$ cat src/rtl/priority_decoder.sv
// -----------------------------------------------------------------------------
// priority_decoder
//   Turns a stream of priority codes back into request lines. Code 0 means
//   "no request"; code k (1..OUT_W) means request line k-1 is the highest one
//   active. Each accepted code is decoded to a one-hot vector, and the result
//   is presented through a registered valid/ready output stage.
//   In frame mode (acc_en=1 when a frame starts) every code in the frame is
//   ORed into one mask. The mask is emitted on the frame's last beat, together
//   with a saturating beat count.
//
// Ports
//   clk        rising-edge clock
//   reset      synchronous, active-high reset
//   in_valid   in_code/in_last valid
//   in_ready   beat accepted this cycle when in_valid is also high
//   in_code    priority code (0 = none)
//   in_last    last beat of frame (frame mode only)
//   acc_en     1 = frame mode, 0 = per-beat mode; sampled only in S_IDLE
//   out_valid  out_lines/out_count valid
//   out_ready  downstream accepts output
//   out_lines  decoded line vector (bit k-1 <-> code k)
//   out_count  beats in frame (1 in per-beat mode), saturating
// -----------------------------------------------------------------------------
module priority_decoder #(
   parameter int CODE_W = 2,
   parameter int OUT_W  = 3,
   parameter int CNT_W  = 4
) (
   input  logic              clk,
   input  logic              reset,
   input  logic              in_valid,
   output logic              in_ready,
   input  logic [CODE_W-1:0] in_code,
   input  logic              in_last,
   input  logic              acc_en,
   output logic              out_valid,
   input  logic              out_ready,
   output logic [OUT_W-1:0]  out_lines,
   output logic [CNT_W-1:0]  out_count
);

   typedef enum logic [0:0] {
      S_IDLE = 1'b0,
      S_ACC  = 1'b1
   } state_t;

   localparam logic [CNT_W-1:0] CNT_ONE = CNT_W'(1);
   localparam logic [CNT_W-1:0] CNT_MAX = {CNT_W{1'b1}};

   // One-hot decode: bit i is set when the code equals i+1; code 0 decodes to 0.
   function automatic logic [OUT_W-1:0] dec(input logic [CODE_W-1:0] c);
      logic [OUT_W-1:0] v;
      for (int i = 0; i < OUT_W; i++) begin
         v[i] = (c == CODE_W'(i + 1));
      end
      return v;
   endfunction

   // Saturating increment: the counter sticks at its maximum value.
   function automatic logic [CNT_W-1:0] sat_inc(input logic [CNT_W-1:0] x);
      return (x == CNT_MAX) ? x : (x + CNT_ONE);
   endfunction

   state_t           state_r;
   state_t           state_nx_s;
   logic [OUT_W-1:0] mask_r;
   logic [OUT_W-1:0] mask_nx_s;
   logic [CNT_W-1:0] count_r;
   logic [CNT_W-1:0] count_nx_s;
   logic             out_valid_r;
   logic [OUT_W-1:0] out_lines_r;
   logic [CNT_W-1:0] out_count_r;
   logic             load_s;
   logic [OUT_W-1:0] load_lines_s;
   logic [CNT_W-1:0] load_count_s;
   logic             in_ready_s;
   logic             accept_s;
   logic [OUT_W-1:0] dec_code_s;

   assign dec_code_s = dec(in_code);
   assign accept_s   = in_valid & in_ready_s;

   assign in_ready   = in_ready_s;
   assign out_valid  = out_valid_r;
   assign out_lines  = out_lines_r;
   assign out_count  = out_count_r;

   // Input ready: a mid-frame beat only touches the accumulator, so it never
   // waits for the output slot; beats that produce a result do.
   always_comb begin
      if (reset) begin
         in_ready_s = 1'b0;
      end else if ((state_r == S_ACC) && !in_last) begin
         in_ready_s = 1'b1;
      end else begin
         in_ready_s = !out_valid_r || out_ready;
      end
   end

   // State register.
   always_ff @(posedge clk) begin
      if (reset) begin
         state_r <= S_IDLE;
      end else begin
         state_r <= state_nx_s;
      end
   end

   // Next-state logic: a frame opens on a non-last frame-mode beat in S_IDLE
   // and closes on the accepted last beat.
   always_comb begin
      state_nx_s = state_r;
      case (state_r)
         S_IDLE: begin
            if (accept_s && acc_en && !in_last) begin
               state_nx_s = S_ACC;
            end else begin
               state_nx_s = S_IDLE;
            end
         end
         S_ACC: begin
            if (accept_s && in_last) begin
               state_nx_s = S_IDLE;
            end else begin
               state_nx_s = S_ACC;
            end
         end
         default: begin
            state_nx_s = S_IDLE;
         end
      endcase
   end

   // Datapath control: accumulator updates and the result to load, if any.
   always_comb begin
      mask_nx_s    = mask_r;
      count_nx_s   = count_r;
      load_s       = 1'b0;
      load_lines_s = {OUT_W{1'b0}};
      load_count_s = {CNT_W{1'b0}};
      case (state_r)
         S_IDLE: begin
            if (accept_s) begin
               if (acc_en && !in_last) begin
                  mask_nx_s  = dec_code_s;
                  count_nx_s = CNT_ONE;
               end else begin
                  // Per-beat mode, or a frame that is a single beat.
                  load_s       = 1'b1;
                  load_lines_s = dec_code_s;
                  load_count_s = CNT_ONE;
               end
            end else begin
               mask_nx_s = mask_r;
            end
         end
         S_ACC: begin
            if (accept_s) begin
               if (!in_last) begin
                  mask_nx_s  = mask_r | dec_code_s;
                  count_nx_s = sat_inc(count_r);
               end else begin
                  load_s       = 1'b1;
                  load_lines_s = mask_r | dec_code_s;
                  load_count_s = sat_inc(count_r);
                  mask_nx_s    = {OUT_W{1'b0}};
                  count_nx_s   = {CNT_W{1'b0}};
               end
            end else begin
               mask_nx_s = mask_r;
            end
         end
         default: begin
            mask_nx_s  = {OUT_W{1'b0}};
            count_nx_s = {CNT_W{1'b0}};
         end
      endcase
   end

   // Frame accumulator; a reset discards any partial frame.
   always_ff @(posedge clk) begin
      if (reset) begin
         mask_r  <= {OUT_W{1'b0}};
         count_r <= {CNT_W{1'b0}};
      end else begin
         mask_r  <= mask_nx_s;
         count_r <= count_nx_s;
      end
   end

   // Output stage: a new result overwrites the slot (also on the handshake
   // cycle); otherwise the data holds and valid drops after the handshake.
   always_ff @(posedge clk) begin
      if (reset) begin
         out_valid_r <= 1'b0;
         out_lines_r <= {OUT_W{1'b0}};
         out_count_r <= {CNT_W{1'b0}};
      end else if (load_s) begin
         out_valid_r <= 1'b1;
         out_lines_r <= load_lines_s;
         out_count_r <= load_count_s;
      end else if (out_valid_r && out_ready) begin
         out_valid_r <= 1'b0;
      end else begin
         out_valid_r <= out_valid_r;
      end
   end

endmodule

$ cat config.mk
export PLATFORM = sky130hd
export DESIGN_NAME = priority_decoder
export DESIGN_NICKNAME = d
export VERILOG_FILES = /design/src/rtl/priority_decoder.sv
export SDC_FILE = /design/constraint.sdc
export NUM_CORES = 1
export LEC_CHECK = 0
export BUFFER_PORTS_ARGS = -buffer_cell sky130_fd_sc_hd__buf_2
export CAP_MARGIN = 10
export CORE_MARGIN = 5
export CORE_UTILIZATION = 45
export CTS_BUF_LIST = sky130_fd_sc_hd__clkbuf_2 sky130_fd_sc_hd__clkbuf_4 sky130_fd_sc_hd__clkbuf_8
export DETAILED_ROUTE_END_ITERATION = 6
export GPL_ROUTABILITY_DRIVEN = 0
export HOLD_SLACK_MARGIN = 0.12
export PLACE_DENSITY = 0.68
export SLEW_MARGIN = 20
export SYNTH_ARGS = -nofsm -noshare
export SYNTH_HDL_FRONTEND = slang
export SYNTH_SLANG_ARGS = --single-unit
$ cat constraint.sdc
create_clock -name clk -period 3.4 [get_ports clk]
set_input_delay 0.17 -clock clk [delete_from_list [all_inputs] [get_ports clk]]
set_output_delay 0.17 -clock clk [all_outputs]
set_load 0.01 [all_outputs]
==> impl_metrics.toml <==
[critical_path]
critPathArrivalTime_ns = 1.42
crit_path_frequent_cell = "nor2_1"
critPathKind = "flip-flop to primary output"
crit_start = "state_r"
critPathMaxFanout = 13
crit_slowest_cell = "dfxtp_1"
r2r-end = "count_r[0]"
r2r-start = "state_r"
crit_buf_inv = 1
path_delay_family = "flip-flops"
worstPathCellList = "nor2b_4 -> nor2_1 -> nor2_1 -> buf_2"
startpoint_type = "flip-flop"
required_ns = 3.23
reg2reg_depth = 4
endpoint = "in_ready"
r2r_slack_ns = 1.83
crit_cells = 4
critPathCaptureType = "primary output"
slowest_delay_ns = 0.56

[clock_network]
clock_path_buffers = 2
post-cts-setup-buffers = 0
insertion_delay_ns = 0.28
cts.repair.resized = 0
cts_sinks = 16
cts.clk_slew.worst_paths_ns = 0.09
cts_max_level = 1
cts_made_buffers = 3
postCtsHoldBufs = 0
cts_tree = "yes"
cts_root_buf = "clkbuf_4"

[sta]
setup_tns_ns = 0
worst_slack_ns = 1.81
grt_setup_unrepaired = "false"
drv_slew = 0
slew_headroom = 0.746
post-route-period-util = 0.467
skew_ns = 0.000897
worstMarginPinSlew_ns = 0.380
fmax_ghz = 0.630
min_period_ns = 1.59
setup_violations = 0
final_hold_viol_count = 0

[die]
row_count = 15
initial_utilization = 0.474
io-pin-count = 17
dieArea_sq_um = 2770
coreArea_sq_um = 1730
fp.dieW_microns = 52.6
die_y_microns = 52.6

[power_and_ir_drop]
power.leakage_nw = 0.371
power.density_nw_per_um2 = 369
max-vdd-ir-drop_v = 0.000150

[run_status]
status = "complete, no violations"

[hold_path]
hp-class = "input port to flip-flop"

[logic_synthesis]
yosys_warnings = 0
syn_inst = 97
ys_types = 31
synthesis.nets = 106
synth_ff_type = "dfxtp_1"
ys_seq_area_frac = 0.391
async_reset_ff_frac = 0
synth-edff-count = 0
synth_area_sq_um = 818
avgSynthCellArea_sq_um = 8.44
ys_seq_elements = 16

[placement]
port_buffers = 16
hpwl_mm = 1.33
pre_cts_slack_ns = 1.86

[grt]
grt_max_degree = 16
grtUsageTotal = 0.147
grt_pass1_wl_mm = 3.01
overflow = 0
grt_pass1_vias = 695
antenna_found_initial = 0

[final_layout]
area_growth_syn_to_layout_pct = 14.7
final_cell_mix = "dfxtp_1 (16), buf_2 (16), nor2_1 (13), nand2_1 (7), o21ai_0 (6)"
diodes = 0
drive_gt1_frac = 0.212
nets = 124
final_util = 0.543

[detailed_routing]
vias = 747
drc = 0
drtPass1Iterations = 4
wl_mm = 1.76
final_antenna_net_count = 0
viasPerCell = 5.41
initialDrtViolationCount = 11
wl_per_cell_microns = 12.8

[run]
drv_cap = 0
[cell usage after synthesis (2+ instances only)]
cell       instances  share of area
inv_1              3          0.014
mux2i_1            2          0.024
nand2b_1           5          0.038
a31oi_1            3          0.023
o2bb2ai_1          3          0.032
a311oi_1           3          0.032
dfxtp_1           16           0.39
nand2_1            7          0.032
a21oi_1            4          0.024
and3b_1            2          0.021
nand3_1            3          0.018
o221a_2            3          0.041
nor2b_1            4          0.031
nor2_1            13          0.060
o21ai_0            6          0.037
nor3_1             3          0.018
a211oi_1           3          0.028
[stage by stage]
stage | area (sq um) | std cells | hold WS, ns | total power [mW]
2_1_floorplan | 818 | 97 | 0.322 | 0.235
5_1_grt | 938 | 138 | 0.201 | 0.366
4_1_cts | 938 | 138 | 0.164 | 0.351
6_report | 938 | 138 | 0.172 | 0.346
3_5_place_dp | 916 | 135 | 0.445 | 0.252
3_3_place_gp | 916 | 135 | 0.442 | 0.251
[worst reg2reg max path, cell delays in order (launching register included)]
cell and delay, ns:
dfxtp_1 0.56, nor2b_4 0.27, o221a_2 0.28, o21ai_0 0.10, a32o_1 0.26
[how the worst min path moves through the flow]
stage            startpoint            to  slack [ns]  cells after the start
2_1_floorplan    in_code[1]  out_lines[2]        0.32                      2
3_3_place_gp   out_count[1]  out_count[1]        0.44                      1
6_report         in_code[1]  out_lines[2]        0.17                      3
5_1_grt          in_code[1]  out_lines[2]        0.20                      3
4_1_cts          in_code[1]  out_lines[2]        0.16                      3
3_5_place_dp   out_count[3]  out_count[3]        0.45                      1
[metal layers]
layer / global-route usage / vias to the layer above / share of wire
li1: - / 390 / -
met1: 0.192 / 333 / 0.49
met2: 0.225 / 22 / 0.44
met3: 0.0370 / 2 / 0.058
met4: 0.0681 / 0 / 0.0079
met5: 0 / - / 0
[power breakdown]
group	internal, mW	switching (mW)	total [mW]
Combinational	0.0209	0.0282	0.0491
Sequential	0.193	0.00518	0.198
Clock	0.0411	0.0576	0.0987
Total	0.255	0.0909	0.346
[area by class of cell]
cell class,count,area (sq um)
multi-input cells,75,473
repair buffers,16,80.1
well taps,25,31.3
fillers,188,788
clock buffers,3,22.5
flip-flops and latches,16,320
inverters,3,11.3
[sequential cells by signal, indices dropped and copies added (netlist names)]
name,cells
mask_r,3
state_r,1
out_lines,3
out_valid,1
out_count,4
count_r,4
[cell families after synthesis]
family / share of synthesized area
XOR/XNOR: 0.0107
AND/OR/NAND/NOR: 0.280
multiplexers: 0.0245
adder cells (fa/ha/maj): 0.0153
AO/OA/AOI/OAI: 0.248
buffers and inverters: 0.0306
flip-flops: 0.391
Power figures use the tool's default switching activity.
